$ cat config.mk
export PLATFORM = sky130hd
export DESIGN_NAME = dmem_arbiter
export DESIGN_NICKNAME = d
export VERILOG_FILES = /design/src/rtl/dmem_arb_pkg.sv /design/src/rtl/arb_burst_counter.sv /design/src/rtl/dmem_arbiter.sv
export SDC_FILE = /design/constraint.sdc
export NUM_CORES = 1
export LEC_CHECK = 0
export CORE_AREA = 4 4 113 115
export CTS_CLUSTER_SIZE = 24
export DETAILED_ROUTE_END_ITERATION = 8
export DIE_AREA = 0 0 117 119
export PLACE_DENSITY = 0.67
export SLEW_MARGIN = 20
export SYNTH_ARGS = -nofsm -noshare
export SYNTH_HDL_FRONTEND = slang
export SYNTH_SLANG_ARGS = --single-unit
$ cat constraint.sdc
create_clock -name clk -period 3.3 [get_ports clk]
set_input_delay 0.66 -clock clk [delete_from_list [all_inputs] [get_ports clk]]
set_output_delay 0.66 -clock clk [all_outputs]
set_load 0.03 [all_outputs]
$ cat src/rtl/dmem_arb_pkg.sv
// Shared types for the data-memory arbiter: FSM states and requester IDs.
package dmem_arb_pkg;

   typedef enum logic [1:0] {
      ARB,
      LOCKED,
      FORCE_CPU
   } arb_state_t;

   typedef enum logic {
      REQ_CPU,
      REQ_LD
   } req_id_t;

   // Round-robin tie winner: whoever was not granted most recently.
   function automatic req_id_t tie_winner(input req_id_t last_winner);
      return (last_winner == REQ_CPU) ? REQ_LD : REQ_CPU;
   endfunction

endpackage

$ cat src/rtl/arb_burst_counter.sv
// Saturating count of locked loader grants; flags when the count being
// loaded at the next edge has reached MAX_BURST.
module arb_burst_counter #(
   parameter int MAX_BURST = 8
) (
   input  logic clk,
   input  logic rst,
   input  logic clr,
   input  logic start,
   input  logic inc,
   output logic at_limit
);

   localparam int CW = $clog2(MAX_BURST + 1);
   localparam logic [CW-1:0] LIMIT = CW'(MAX_BURST);

   logic [CW-1:0] count;
   logic [CW-1:0] count_nxt;

   always_comb begin
      count_nxt = count;
      if (clr)
         count_nxt = '0;
      else if (start)
         count_nxt = CW'(1);
      else if (inc && (count != LIMIT))
         count_nxt = count + 1'b1;
   end

   assign at_limit = (count_nxt >= LIMIT);

   always_ff @(posedge clk or posedge rst) begin
      if (rst)
         count <= '0;
      else
         count <= count_nxt;
   end

endmodule

$ cat src/rtl/dmem_arbiter.sv
// Shares the data memory between the CPU load/store path and the loader port.
// Define DMEM_ARB_RR_EN for round-robin ties in ARB; otherwise the CPU wins ties.
module dmem_arbiter
   import dmem_arb_pkg::*;
#(
   parameter int DATA_WIDTH    = 32,
   parameter int ADDRESS_WIDTH = 32,
   parameter int MAX_BURST     = 8
) (
   input  logic                     clk,
   input  logic                     rst,
   input  logic                     cpu_req,
   input  logic                     cpu_we,
   input  logic [ADDRESS_WIDTH-1:0] cpu_a,
   input  logic [DATA_WIDTH-1:0]    cpu_wd,
   output logic [DATA_WIDTH-1:0]    cpu_rd,
   output logic                     cpu_stall,
   input  logic                     ld_req,
   input  logic                     ld_we,
   input  logic                     ld_lock,
   input  logic [ADDRESS_WIDTH-1:0] ld_a,
   input  logic [DATA_WIDTH-1:0]    ld_wd,
   output logic                     ld_gnt,
   output logic                     ld_rvalid,
   output logic [DATA_WIDTH-1:0]    ld_rdata,
   output logic                     mem_we,
   output logic [ADDRESS_WIDTH-1:0] mem_a,
   output logic [DATA_WIDTH-1:0]    mem_wd,
   input  logic [DATA_WIDTH-1:0]    mem_rd
);

   arb_state_t state;
   logic       cpu_gnt;
   logic       cpu_wins_tie;
   logic       lock_hold;
   logic       burst_go;
   logic       at_limit;

`ifdef DMEM_ARB_RR_EN
   req_id_t last_winner;

   always_ff @(posedge clk or posedge rst) begin
      if (rst)
         last_winner <= REQ_LD;
      else if (cpu_gnt)
         last_winner <= REQ_CPU;
      else if (ld_gnt)
         last_winner <= REQ_LD;
   end

   assign cpu_wins_tie = (tie_winner(last_winner) == REQ_CPU);
`else
   assign cpu_wins_tie = 1'b1;
`endif

   // A locked burst only persists while the loader keeps both req and lock up;
   // otherwise the cycle falls back to the ordinary ARB decision.
   assign lock_hold = (state == LOCKED) && ld_req && ld_lock;

   always_comb begin
      cpu_gnt = 1'b0;
      ld_gnt  = 1'b0;
      if (state == FORCE_CPU) begin
         cpu_gnt = cpu_req;
      end else if (lock_hold) begin
         ld_gnt = 1'b1;
      end else if (cpu_req && ld_req) begin
         cpu_gnt = cpu_wins_tie;
         ld_gnt  = ~cpu_wins_tie;
      end else begin
         cpu_gnt = cpu_req;
         ld_gnt  = ld_req;
      end
   end

   assign cpu_stall = cpu_req & ~cpu_gnt;
   assign cpu_rd    = cpu_gnt ? mem_rd : '0;

   always_comb begin
      mem_we = 1'b0;
      mem_a  = '0;
      mem_wd = '0;
      if (cpu_gnt) begin
         mem_we = cpu_we;
         mem_a  = cpu_a;
         mem_wd = cpu_wd;
      end else if (ld_gnt) begin
         mem_we = ld_we;
         mem_a  = ld_a;
         mem_wd = ld_wd;
      end
   end

   assign burst_go = ld_gnt & ld_lock;

   arb_burst_counter #(
      .MAX_BURST (MAX_BURST)
   ) u_burst_counter (
      .clk      (clk),
      .rst      (rst),
      .clr      (~burst_go),
      .start    (burst_go & ~lock_hold),
      .inc      (lock_hold & cpu_req),
      .at_limit (at_limit)
   );

   always_ff @(posedge clk or posedge rst) begin
      if (rst) begin
         state     <= ARB;
         ld_rvalid <= 1'b0;
         ld_rdata  <= '0;
      end else begin
         ld_rvalid <= ld_gnt & ~ld_we;
         if (ld_gnt && !ld_we)
            ld_rdata <= mem_rd;

         if (state == FORCE_CPU)
            state <= ARB;
         else if (burst_go)
            state <= (cpu_req && at_limit) ? FORCE_CPU : LOCKED;
         else
            state <= ARB;
      end
   end

endmodule

; Word level (Yosys, flattened, before mapping)
; Index checks and enable logic that the tools add are counted.
[totals]
inputBits = 167
reg_bits = 39
word_cells = 43
out_inout_bits = 132
[op_classes]
n_addsub = 1
n_eq_ne = 3
reduce_logical = 7
n_mux = 19
bitwise = 8
magnitude_cmp = 1
[ops]
columns = operator, n
row1 = 2-to-1 mux 32 bit, 5
row2 = 2-to-1 mux 4 bit, 3
row3 = 2-to-1 mux 1 bit, 8
row4 = logical AND 1 bit, 6
row5 = 2-to-1 mux 2 bit, 3
row6 = AND 1 bit, 5
row7 = adder 4 x 1 -> 4 bit (second input constant), 1
row8 = >= comparator 4 bit (second input constant), 1
row9 = inequality test 4 bit (second input constant), 1
row10 = NOT 1 bit, 3
row11 = equality test 2 x 1 -> 1 bit (second input constant), 1
row12 = equality test 2 bit (second input constant), 1
row13 = zero test 1 bit, 1

; Longest topological paths before layout
; Gate-level depths: netlist of run 1.
[depth]
word_depth = 14
mapped_depth = 5
mapped_depth_nobuf = 5

; By module
; A second synthesis of run 1 with hierarchy kept.
[unflattened]
cells_unflattened = 228
hier_area_um2 = 2583.7
[modules_own_cells]
columns = module, n_inst, cells_each, area_each_um2, seq_area_each_um2
row1 = dmem_arbiter, 1, 201, 2333.5, 875.8
row2 = arb_burst_counter, 1, 27, 250.2, 100.1

; Least setup slack after synthesis of run 1
; Ideal clock, no wire load.
[synth_timing]
path_kind = input-to-output
start = input port cpu_req
end = output port mem_a[24]
required_ps = 2640
t_arrival_ps = 2079
path_buffers = 1
setup_slack_ps = 561
cell_stages = 4
cell_sequence = o21ba_2 -> a211oi_2 -> clkbuf_1 -> a22o_1
[synth_between]
elab_chain_len = 6
elab_cells_between_ends = 9
classes_between = 8 x mux / 1 x reduce/logical
[synth_lines]
columns = element, line_no
row1 = "start, declared", dmem_arbiter.sv:12  ; input logic cpu_req,
row2 = logical AND 1 bit, dmem_arbiter.sv:67  ; end else if (cpu_req && ld_req) begin
row3 = 2-to-1 mux 1 bit, dmem_arbiter.sv:67
row4 = 2-to-1 mux 1 bit, dmem_arbiter.sv:65  ; end else if (lock_hold) begin
row5 = 2-to-1 mux 1 bit, dmem_arbiter.sv:63  ; if (state == FORCE_CPU) begin
row6 = via ld_gnt, dmem_arbiter.sv:23  ; output logic ld_gnt,
row7 = 2-to-1 mux 32 bit, dmem_arbiter.sv:87  ; end else if (ld_gnt) begin
row8 = 2-to-1 mux 32 bit, dmem_arbiter.sv:83  ; if (cpu_gnt) begin
row9 = "end, declared", dmem_arbiter.sv:27  ; output logic [ADDRESS_WIDTH-1:0] mem_a,
; The timed path passes the listed nets, and every way through them passes these cells.

; Worst setup path in the final report of run 1
[layout_timing]
start = input port ld_lock
end = output port cpu_rd[6]
[layout_between]
elab_chain_len = 4
[layout_lines]
columns = element, line_no
row1 = "start, declared", dmem_arbiter.sv:20  ; input logic ld_lock,
row2 = logical AND 1 bit, dmem_arbiter.sv:58  ; assign lock_hold = (state == LOCKED) && ld_req && ld_lock;
row3 = 2-to-1 mux 1 bit, dmem_arbiter.sv:65
row4 = 2-to-1 mux 1 bit, dmem_arbiter.sv:63
row5 = 2-to-1 mux 32 bit, dmem_arbiter.sv:77  ; assign cpu_rd = cpu_gnt ? mem_rd : '0;
row6 = "end, declared", dmem_arbiter.sv:16  ; output logic [DATA_WIDTH-1:0] cpu_rd,
; No other way between the ends.

==> flow_metrics.env, run 1 <==
export IMPL_status="finished, final reports clean"
export IMPL_grt_pass1_wl_um=18000
export IMPL_layout_nets=685
export IMPL_slew_violations=0
export IMPL_drc_errors=0
export IMPL_ys_seq_area_frac=0.395
export IMPL_vias_per_cell=4.62
export IMPL_h_tree_depth=2
export IMPL_dpl_instance_area_sq_um=5660
export IMPL_tns_ns=0
export IMPL_mostFrequentLayoutCells="228 x clkdlybuf4s50_1, 65 x a22o_1, 59 x buf_4, 39 x dfrtp_1, 32 x and3_1"
export IMPL_antenna_cells=0
export IMPL_dieArea_sq_um=13900
export IMPL_slew_limit_headroom=0.663
export IMPL_gp_congestion=0.835
export IMPL_cts_setup_buffers=0
export IMPL_post_cts_resized=0
export IMPL_cts_tree="built"
export IMPL_p_leak_nw=2.58
export IMPL_nFillCells=1077
export IMPL_synth_area_sq_um=2470
export IMPL_initial_core_util=0.209
export IMPL_num_vias=3065
export IMPL_syn_avg_cell_area_sq_um=10.9
export IMPL_cts_num_sinks=39
export IMPL_ios=299
export IMPL_io_buffers=298
export IMPL_worstMarginPinSlew_ns=0.506
export IMPL_start_kind="input pin"
export IMPL_crit_start="ld_lock"
export IMPL_final_area_sq_um=5830
export IMPL_ant_nets=0
export IMPL_p_switching_uw=834
export IMPL_hold_viol=0
export IMPL_p_sw_frac=0.352
export IMPL_area_growth_pct=136
export IMPL_cp_required_ns=2.64
export IMPL_ys_ff_latch=39
export IMPL_cts_hold_buf=0
export IMPL_cell_internal_pwr_mw=1.53
export IMPL_track_usage=0.167
export IMPL_period_needed_ns=3.15
export IMPL_clock_latency_ns=0.27
export IMPL_clkPwrFrac=0.227
export IMPL_clock_skew_ns=0.00319
export IMPL_grt_ovfl_total=0
export IMPL_cp_common_cell="clkdlybuf4s50_1"
export IMPL_pwr_share_comb=0.513
export IMPL_placementRows=40
export IMPL_die_h_um=119
export IMPL_synth_distinct_cells=29
export IMPL_routedWlPerCell_um=19.4
export IMPL_ctsRootBufferMaster="clkbuf_16"
export IMPL_grt_pass1_vias=3144
export IMPL_wl_um=12900
export IMPL_seq_area_sq_um=976
export IMPL_hold_start="ld_rdata[18]"
export IMPL_yosysWarnings=0
export IMPL_die_w_um=117
export IMPL_core_area_sq_um=11800
export IMPL_ir_drop_v=0.000246
export IMPL_seq_power_share=0.260
export IMPL_setup_viol=0
export IMPL_syn_num_nets=396
export IMPL_criticalPathCategory="in -> out"
export IMPL_drv_cap=0
export IMPL_clock_fmax_mhz=318
export IMPL_clk_pin_slew_ns=0.06
export IMPL_rsz0062_at_grt="false"
export IMPL_drive_gt1_frac=0.230
export IMPL_crit_fanout=36
export IMPL_numCtsBuffers=5
export IMPL_grt_max_degree=69
export IMPL_drtPass1Iterations=4
export IMPL_arrival_ns=2.49
export IMPL_multi_input_area_sq_um=1370
export IMPL_antenna_found_initial=0
export IMPL_drt_iter0_markers=160
export IMPL_hp_class="reg -> reg"
export IMPL_crit_path_end_kind="primary output"
export IMPL_r2r_start="state[1]"
export IMPL_post_route_period_util=0.954
export IMPL_path_cells="clkdlybuf4s50_1 > nand4b_1 > buf_4 > and3_1 > clkdlybuf4s50_1"
export IMPL_max_stage_delay_ns=0.68
export IMPL_dp_hpwl_um=10400
export IMPL_cp_slowest_cell="clkdlybuf4s50_1"
export IMPL_synthCells=227
export IMPL_powerDensity_nw_per_um2=406
export IMPL_final_common_cell="clkdlybuf4s50_1"
export IMPL_p_total_mw=2.37
export IMPL_clk_path_buf_depth=2
-- cell usage after synthesis --
master     instances  area [sq um]
a2111oi_4          1          27.5
nor3_1             1          5.00
ha_1               2          25.0
a21oi_1            3          15.0
o21ba_2            1          10.0
mux2_2            29           327
nand3_1            2          10.0
mux2_1             3          33.8
o211a_1            1          10.0
o21ai_0            2          10.0
nand3b_1           1          7.51
buf_2              3          15.0
a211oi_2           1          12.5
clkbuf_1          14          52.6
buf_1              4          15.0
nand4b_1           2          17.5
dfrtp_1           39           976
buf_6              3          33.8
and3_1            32           200
o311a_1            1          10.0
xor2_1             2          17.5
and3b_1            1          8.76
and4b_1            1          10.0
nor2_1             3          11.3
nand4_1            1          6.26
nand2b_1           1          6.26
inv_1              7          26.3
nand2_1            1          3.75
a22o_1            65           569
-- path summary, 6_finish.rpt --
check	end	slack, ns	depth (start not counted)
max	cpu_rd[6]	0.15	5
min	ld_rdata[18]	0.49	1
max reg2reg	ld_rdata[3]	1.41	4
min reg2reg	ld_rdata[18]	0.49	1
max in group asynchronous	ld_rdata[0]	2.14	3
min in group asynchronous	ld_rdata[12]	0.82	3
-- routing by layer --
| layer | part of all wire | vias to the layer above | GRT usage |
|---|---|---|---|
| met5 | 0 | - | 0 |
| met4 | 0.010 | 0 | 0.0323 |
| met3 | 0.098 | 6 | 0.0493 |
| met2 | 0.51 | 153 | 0.312 |
| met1 | 0.38 | 1443 | 0.183 |
| li1 | - | 1463 | - |
-- registers in the layout, summed over array words and instances, names as in the netlist --
name and count:
ld_rvalid 1, u_burst_counter.count 4, state 2, ld_rdata 32
-- critical path, delay by kind of cell --
family / cells / cell delay [ns]
buf+inv: 3 / 1.48
simple gates: 2 / 0.33
-- through the flow --
step           hold WS, ns  cells  utilization  worst slack (ns)
6_report             0.486    664        0.494             0.151
3_3_place_gp         0.468    656        0.479             0.214
2_1_floorplan        0.556    227            -             0.561
3_5_place_dp         0.479    656        0.479             0.161
5_1_grt              0.511    664        0.494            0.0802
4_1_cts              0.493    664        0.494             0.158
-- cell type report --
class,count,share of cell area
Clock buffer,5,0.0215
Clock inverter,3,0.00751
Inverter,7,0.00451
Multi-Input combinational cell,157,0.235
Sequential cell,39,0.167
Tap cell,147,0.0316
Timing Repair Buffer,306,0.533
-- cell families (layout without fill, tap and decap cells) --
kind of cell | Yosys count | in the layout | share of synthesized area
flip-flops | 39 | 39 | 0.395
adder cells (fa/ha/maj) | 2 | 2 | 0.0101
XOR/XNOR | 2 | 2 | 0.00709
AO/OA/AOI/OAI | 75 | 75 | 0.269
buffers and inverters | 31 | 321 | 0.0577
multiplexers | 32 | 32 | 0.146
AND/OR/NAND/NOR | 46 | 46 | 0.116
-- power by group through the flow --
stage / Sequential, mW / Clock (mW) / Combinational (mW)
after global placement: 0.617 / 0 / 1.21
after CTS: 0.616 / 0.560 / 1.23
after global routing: 0.627 / 0.581 / 1.26
after floorplan: 0.801 / 0 / 0.391
after detailed placement: 0.621 / 0 / 1.22
final: 0.614 / 0.538 / 1.21
Note: power is estimated with default switching activity, not from simulation.
==> inputs of run 2 (changes only) <==
Settings changed: HOLD_SLACK_MARGIN from default to 0.03.
==> results of run 2 <==
The final DEF is identical to that of run 1; final timing and power are the same.
==> inputs of run 3 (changes only) <==
Settings changed: CORE_AREA 4 4 113 115 to 5 5 114 116, DIE_AREA 0 0 117 119 to 0 0 119 121, RECOVER_POWER from default to 100.
==> run 3 against run 2 <==
Against the previous run:
- the flow now finishes with violations (max-capacitance violations, max-slew violations)
- count of clock-buffer cells in the layout did not move
- sequential share of layout area is 1.1 points higher
- wire length is 7.2% higher
- total power decreased by 4.9%
- non-clock buffer count up 3
- critical path type unchanged
- largest power group unchanged
- highest routed layer unchanged
==> flow_metrics.env, run 3 (synthesis gave the netlist of run 1 again) <==
export IMPL_placementRows=40
export IMPL_cts_num_sinks=39
export IMPL_hold_start="ld_rdata[19]"
export IMPL_rsz0062_at_grt="false"
export IMPL_drv_cap=1
export IMPL_hold_path_end="ld_rdata[19]"
export IMPL_vias_per_cell=4.74
export IMPL_ir_drop_v=0.000263
export IMPL_nFillCells=1150
export IMPL_grt_max_degree=55
export IMPL_r2r_end="ld_rdata[3]"
export IMPL_status="finished, violations left"
export IMPL_h_tree_depth=2
export IMPL_die_h_um=121
export IMPL_fin_cells=667
export IMPL_num_vias=3162
export IMPL_initial_core_util=0.209
export IMPL_crit_path_end_kind="primary output"
export IMPL_clk_path_buf_depth=2
export IMPL_start_kind="input pin"
export IMPL_slew_violations=40
export IMPL_hp_class="reg -> reg"
export IMPL_tns_ns=0
export IMPL_dp_cells=659
export IMPL_slew_limit_headroom=-0.377
export IMPL_post_cts_resized=0
export IMPL_period_needed_ns=3.19
export IMPL_ant_nets=0
export IMPL_criticalPathCategory="in -> out"
export IMPL_post_route_period_util=0.966
export IMPL_antenna_found_initial=0
export IMPL_drtPass1Iterations=4
export IMPL_gp_congestion=0.904
export IMPL_ff2ff_path_depth=4
export IMPL_grt_pass1_vias=3426
export IMPL_hold_viol=0
export IMPL_reg_top3="ld_rdata: 32 flops, u_burst_counter.count: 4 flops, state: 2 flops"
export IMPL_ctsRootBufferMaster="clkbuf_16"
export IMPL_io_buffers=298
export IMPL_final_common_cell="clkdlybuf4s50_1"
export IMPL_p_leak_nw=2.47
export IMPL_cts_hold_buf=0
export IMPL_dp_hpwl_um=11300
export IMPL_powerDensity_nw_per_um2=413
export IMPL_core_area_sq_um=11800
export IMPL_track_usage=0.183
export IMPL_worstMarginPinSlew_ns=2.07
export IMPL_drt_iter0_markers=169
export IMPL_largest_reg_flops=32
export IMPL_drive_gt1_frac=0.221
export IMPL_wl_um=13800
export IMPL_arrival_ns=2.53
export IMPL_antenna_cells=0
export IMPL_clock_latency_ns=0.28
export IMPL_ios=299
export IMPL_violations="max-capacitance violations, max-slew violations"
export IMPL_r2r_setup_slack_ns=0.84
export IMPL_numCtsBuffers=5
export IMPL_die_w_um=119
export IMPL_cp_required_ns=2.64
export IMPL_crit_fanout=54
export IMPL_hold_depth=1
export IMPL_clock_skew_ns=0.00652
export IMPL_largest_register="ld_rdata"
export IMPL_drc_errors=0
export IMPL_grt_ovfl_total=0
export IMPL_r2r_start="state[1]"
export IMPL_grt_pass1_wl_um=20600
export IMPL_layout_nets=688
export IMPL_mostFrequentLayoutCells="195 x clkdlybuf4s50_1, 65 x a22o_1, 63 x clkbuf_2, 39 x dfrtp_1, 33 x dlygate4sd3_1"
export IMPL_setup_viol=0
export IMPL_area_growth_pct=121
export IMPL_routedWlPerCell_um=20.7
export IMPL_cts_tree="built"
export IMPL_dieArea_sq_um=14400
export IMPL_clock_fmax_mhz=314
export IMPL_cts_setup_buffers=0
export IMPL_clk_pin_slew_ns=0.06
## run 3: worst max-delay path by stage
stage / slack, ns / end / start / depth (start not counted)
after detailed placement: 0.12 / cpu_rd[2] / ld_lock / 5
final: 0.11 / mem_wd[24] / cpu_req / 7
after global routing: 0.03 / mem_wd[24] / cpu_req / 7
after floorplan: 0.56 / mem_a[24] / cpu_req / 4
after CTS: 0.11 / cpu_rd[2] / ld_lock / 5
after global placement: 0.14 / mem_wd[24] / cpu_req / 7
## run 3: cell type report
class,count,area [sq um],share of cell area
clock buffer,5,125,0.0229
clock inverter,3,43.8,0.00803
inverter,7,26.3,0.00482
multi-input combinational,157,1370,0.251
sequential,39,976,0.179
tap,147,184,0.0337
timing repair buffer,309,2730,0.501
## run 3: metrics by stage
stage / power (mW) / hold slack [ns] / setup WS, ns / area [sq um] / util
CTS: 2.39 / 0.509 / 0.115 / 5800 / 0.491
finish: 2.25 / 0.498 / 0.113 / 5460 / 0.462
floorplan: 1.19 / 0.556 / 0.561 / 2470 / -
global route: 2.36 / 0.520 / 0.0329 / 5460 / 0.462
global placement: 1.83 / 0.472 / 0.140 / 5630 / 0.477
detailed placement: 1.84 / 0.495 / 0.124 / 5630 / 0.477
## run 3: layer usage
layer	up-vias	global-route usage	share of wire	routed length (um)
li1	1468	-	-	-
met1	1509	0.207	0.39	5320
met2	171	0.328	0.51	7030
met3	14	0.0625	0.087	1200
met4	0	0.0492	0.019	263
met5	-	0	0	0
## run 3: report_power, final
part           internal, mW  total, mW  switching (mW)
combinational         0.498       1.10           0.601
sequential            0.568      0.610          0.0418
clock                 0.356      0.541           0.185
## run 3: worst max-delay path, stage by stage
cell,delay (ns)
clkdlybuf4s50_1,0.54
buf_4,0.27
inv_1,0.14
nor2_4,0.16
buf_12,0.25
a22o_1,0.23
clkbuf_2,0.25
